## src/rtl/fetch_stage_pkg.sv

```systemverilog
// Shared fetch-stage types, address window defaults and exception codes.
package fetch_stage_pkg;

  localparam logic [31:0] PC_RESET_DEF = 32'h0000_3000;
  localparam logic [31:0] PC_LO_DEF    = 32'h0000_3000;
  localparam logic [31:0] PC_HI_DEF    = 32'h0000_6FFC;
  localparam logic [31:0] HANDLER_DEF  = 32'h0000_4180;

  typedef enum logic [1:0] {
    NPC_SEQ  = 2'b00,
    NPC_BR   = 2'b01,
    NPC_JIMM = 2'b10,
    NPC_JREG = 2'b11
  } npc_sel_e;

  localparam logic [4:0] EXC_NONE = 5'd0;
  localparam logic [4:0] EXC_ADEL = 5'd4;

  typedef struct packed {
    logic [31:0] instr;
    logic [31:0] pc;
    logic [4:0]  exc;
    logic        bd;
  } if_id_t;

  function automatic logic pc_bad(
    input logic [31:0] pc,
    input logic [31:0] lo,
    input logic [31:0] hi
  );
    return (pc[1:0] != 2'b00) || (pc < lo) || (pc > hi);
  endfunction

endpackage

```

## src/rtl/fetch_npc.sv

```systemverilog
// Next-PC selection for fetch: handler, eret, stall, redirect, sequential.
module fetch_npc
  import fetch_stage_pkg::*;
#(
  parameter logic [31:0] HANDLER = HANDLER_DEF
) (
  input  logic [31:0] pc,
  input  logic        req,
  input  logic        eret,
  input  logic        en_f,
  input  logic [1:0]  npc_sel,
  input  logic [31:0] npc_d,
  input  logic [31:0] epc,
  output logic [31:0] npc
);

  logic [31:0] pc_plus4;
  logic        s_req;
  logic        s_eret;
  logic        s_stall;
  logic        s_redir;

  always_comb begin
    pc_plus4 = pc + 32'd4;
    // one-hot selects so the decoder below is truly exclusive
    s_req    = req;
    s_eret   = !req && eret;
    s_stall  = !req && !eret && !en_f;
    s_redir  = !req && !eret && en_f &&
               (npc_sel_e'(npc_sel) != NPC_SEQ);
    npc      = pc_plus4;
    unique case (1'b1)
      s_req:   npc = HANDLER;
      s_eret:  npc = epc;
      s_stall: npc = pc;
      s_redir: npc = npc_d;
      default: npc = pc_plus4;
    endcase
  end

endmodule

```

## src/rtl/fetch_stage.sv

```systemverilog
// Fetch stage: PC register, legal-window check and F-stage output bundle.
module fetch_stage
  import fetch_stage_pkg::*;
#(
  parameter logic [31:0] PC_RESET = PC_RESET_DEF,
  parameter logic [31:0] PC_LO    = PC_LO_DEF,
  parameter logic [31:0] PC_HI    = PC_HI_DEF,
  parameter logic [31:0] HANDLER  = HANDLER_DEF
) (
  input  logic        clk,
  input  logic        reset,
  input  logic        EN_F,
  input  logic        Req,
  input  logic        Eret_D,
  input  logic [31:0] EPC,
  input  logic [1:0]  NPCSel_D,
  input  logic [31:0] NPC_D,
  input  logic        IsBranch_D,
  input  logic [31:0] i_inst_rdata,
  output logic [31:0] i_inst_addr,
  output logic [31:0] Instr_F2,
  output logic [31:0] PC_F2,
  output logic [4:0]  ExcCode_F2,
  output logic        BD_F2
);

  logic [31:0] pc_q;
  logic [31:0] pc_d;
  logic        adel;
  if_id_t      f2;

  fetch_npc #(
    .HANDLER (HANDLER)
  ) u_npc (
    .pc      (pc_q),
    .req     (Req),
    .eret    (Eret_D),
    .en_f    (EN_F),
    .npc_sel (NPCSel_D),
    .npc_d   (NPC_D),
    .epc     (EPC),
    .npc     (pc_d)
  );

  always_ff @(posedge clk) begin
    if (reset) pc_q <= PC_RESET;
    else       pc_q <= pc_d;
  end

  always_comb begin
    adel     = pc_bad(pc_q, PC_LO, PC_HI);
    f2.pc    = pc_q;
    f2.bd    = IsBranch_D && !Eret_D;
    f2.instr = i_inst_rdata;
    f2.exc   = EXC_NONE;
    // eret kills the wrong-path word and any fault it raised
    if (Eret_D) begin
      f2.instr = '0;
      f2.exc   = EXC_NONE;
    end else if (adel) begin
      f2.instr = '0;
      f2.exc   = EXC_ADEL;
    end
  end

  assign i_inst_addr = pc_q;
  assign PC_F2       = f2.pc;
  assign Instr_F2    = f2.instr;
  assign ExcCode_F2  = f2.exc;
  assign BD_F2       = f2.bd;

endmodule
```

## config.mk

```make
export PLATFORM = sky130hd
export DESIGN_NAME = fetch_stage
export DESIGN_NICKNAME = d
export VERILOG_FILES = /design/src/rtl/fetch_stage_pkg.sv /design/src/rtl/fetch_npc.sv /design/src/rtl/fetch_stage.sv
export SDC_FILE = /design/constraint.sdc
export NUM_CORES = 1
export LEC_CHECK = 0
export ABC_AREA = 1
export BUFFER_PORTS_ARGS = -buffer_cell sky130_fd_sc_hd__buf_2
export CORE_MARGIN = 4
export CORE_UTILIZATION = 40
export DETAILED_ROUTE_END_ITERATION = 10
export HOLD_SLACK_MARGIN = 0.06
export PLACE_DENSITY = 0.76
export SLEW_MARGIN = 20
export SYNTH_ARGS = -nofsm -noshare
export SYNTH_HDL_FRONTEND = slang
export SYNTH_SLANG_ARGS = --single-unit
```

## constraint.sdc

```tcl
create_clock -name clk -period 4.1 [get_ports clk]
set_input_delay 1.025 -clock clk [delete_from_list [all_inputs] [get_ports clk]]
set_output_delay 1.025 -clock clk [all_outputs]
set_load 0.03 [all_outputs]
```

==> results.yml <==
critical_path:
  cp.arrival_ns: 2.47
  worstPathCellList: "nor3_1 -> o21ai_0 -> a21oi_1 -> nand4_2 -> nor2_1 -> buf_2"
  worstReg2RegEnd: "PC_F2[20]"
  critPathLaunchType: "flip-flop"
  critPathTopFamily: "simple AND/OR/NAND/NOR gates"
  reg2reg_slack_ns: 2.29
  reg2reg_depth: 9
  crit_type: "flip-flop to output pin"
  cp_slowest_cell: "nand4_2"
  critPathCaptureType: "output pin"
  r2r_start: "PC_F2[2]"
  slowest_delay_ns: 0.64
  crit_fanout: 32
  required_ns: 3.07
  crit_buf_inv: 1
global_route:
  antenna_found_initial: 0
  grt_pass1_wl_mm: 17.97
  grt_pass1_vias: 3691
  grt_max_degree: 57
  overflow: 0
  grtUsageTotal_pct: 22.61
clock_tree:
  clock_tree.buffer_depth: 2
  cts_buffers: 5
  root_buffer: "clkbuf_8"
  cts_setup_buffers: 0
  cts_tree: "built"
  cts.sink_count: 32
  cts_hold_buf: 0
  htree_levels: 2
  insertion_delay_ns: 0.29
  clk_pin_slew_ns: 0.07
  cts_resized: 0
logic_synthesis:
  synth_compound_area_share_pct: 13.84
  synthFlopType: "dfxtp_1"
  synth_top_family_by_area: "simple AND/OR/NAND/NOR gates"
  syn_inst: 550
  async_reset_ff_share_pct: 0
  synth_xor_area_share_pct: 2.196
  yosys.area_share.simple_pct: 42.24
  yosysSeqAreaShare_pct: 20.08
  synth_edf_count: 0
  ys_seq_elements: 32
  synthMuxAreaShare_pct: 0
  syn_area_sq_um: 3191
  avgSynthCellArea_sq_um: 5.801
  yosys_warnings: 0
  synthAdderAreaFrac_pct: 0.3922
  yosysUniqueCellTypes: 40
finish:
  drive_gt1_share_pct: 32.49
  area_delta_synth_final_pct: 26.47
  final_common_cell: "buf_2"
  largest_reg_flops: 32
  final_cell_mix: "buf_2 (201), nand2_1 (163), nor2_1 (72), inv_1 (70), dfxtp_1 (32)"
  antenna_cells: 0
  fin_nets: 812
  n_fill_cell: 841
  seq_area_sq_um: 640.6
  layoutNonFillerInstCount: 810
  multiInputGateArea_sq_um: 1887
route:
  viasPerCell: 4.806
  vias: 3893
  dr_wl_met3_um: 791
  post-route-drc-count: 0
  drt-wirelength-per-cell_um: 13.57
  drt_pass1_iterations: 4
  wl_met2_mm: 5.257
  wl_met1_mm: 4.800
  topRoutingLayerUsed: "met4"
  drtIter0Drc: 146
  ant_nets: 0
  totalWireLength_mm: 10.99
sta:
  final_hold_viol_count: 0
  skew_ns: 0.007154
  max_freq_mhz: 286.1
  tns_ns: 0
  finalSetupViolCount: 0
  rsz0062_at_grt: "no"
  timing.final.crit_share_pct: 85.24
  slew_viol_final: 0
  slew_headroom_pct: 42.10
  min_period_ns: 3.495
  worst_slew_pin_slew_ns: 0.8675
place:
  dpl.cell_count: 802
  dp_hpwl_mm: 8.677
  port_buffers: 201
  routabilityCongestion: 0.8899
worst_hold_path:
  hold_path.startpoint: "PC_F2[0]"
  hold_end: "PC_F2[0]"
  whs_path_depth: 2
  hp-class: "flip-flop to flip-flop"
die:
  num_io_pins: 206
  design.die.area_sq_um: 9469
  core_sq_um: 7727
  rows: 32
  start_util_pct: 41.29
  dieHeight_um: 97.31
  die_w_um: 97.31
run:
  drv_cap: 0
power:
  finalPower_mw: 0.9739
  peakVddDrop_mv: 0.1296
  p_leak_nw: 2.229
  p_per_area_nw_per_um2: 241.4
status:
  status: "finished, final reports clean"
stage by stage:
step / util, % / hold slack, ns / area, sq um / setup slack [ns]
after detailed placement: 51.05 / 0.4918 / 3945 / 0.7324
final: 52.22 / 0.5052 / 4035 / 0.6051
after floorplan: - / 0.6055 / 3202 / 1.247
after CTS: 52.22 / 0.5028 / 4035 / 0.5832
after global placement: 51.05 / 0.4881 / 3945 / 0.8433
after global routing: 52.22 / 0.5164 / 4035 / 0.3145
worst max path at each step:
stage / cells past startpoint / startpoint / to
2_1_floorplan: 4 / Eret_D / Instr_F2[10]
3_3_place_gp: 5 / Eret_D / Instr_F2[25]
3_5_place_dp: 5 / Eret_D / Instr_F2[17]
4_1_cts: 6 / PC_F2[29] / Instr_F2[17]
5_1_grt: 6 / PC_F2[29] / Instr_F2[17]
6_report: 6 / PC_F2[29] / Instr_F2[26]
cell usage after synthesis (all sizes together) (2+ instances only):
master  instances  area (sq um)
o21ai          32         171.4
xor2            4         35.03
nand3          25         125.1
a31oi           4         25.02
clkbuf          5         20.01
and2            2         12.51
dfxtp          32         640.6
buf            50         377.9
and3           16         100.1
nand2         164         618.1
a21oi          24         127.6
nand4           6         43.79
o211ai          5         37.54
a22o            2         17.52
nand3b          4         30.03
a22oi           4         30.03
xnor2           4         35.03
inv            73         276.5
a41oi           2         17.52
nor2           83         372.9
or2             3         18.77
per-layer routing:
| metal | GRT usage, % | vias up |
|---|---|---|
| met2 | 40.29 | 146 |
| met5 | 0 | - |
| li1 | - | 1997 |
| met3 | 4.307 | 13 |
| met4 | 5.857 | 0 |
| met1 | 27.86 | 1737 |
cell type report:
class | count | share of cell area [%]
tap | 102 | 3.163
inverter | 73 | 6.853
clock buffer | 8 | 2.233
multi-input combinational | 393 | 46.76
timing repair buffer | 202 | 25.12
sequential | 32 | 15.88
logic make-up (layout without fill, tap and decap cells):
logic type | count (synthesis) | in the layout
and+or+nand+nor | 305 | 305
AOI/OAI and AO/OA | 75 | 75
adders and majority gates | 1 | 1
DFF | 32 | 32
buffers and inverters | 128 | 283
xor gates and xnor gates | 8 | 8
other | 1 | 4
worst min-delay path, cell delays in order, from the launching register on:
cell	delay, ns
dfxtp_1	0.34
nand2_1	0.07
a21oi_1	0.05
power by group:
part / total [mW] / internal (mW) / leakage (nW) / switching [mW]
Sequential: 0.370 / 0.332 / 0.264 / 0.0379
Clock: 0.259 / 0.137 / 0.0455 / 0.122
Combinational: 0.345 / 0.119 / 1.92 / 0.226
Power figures use the tool's default switching activity.
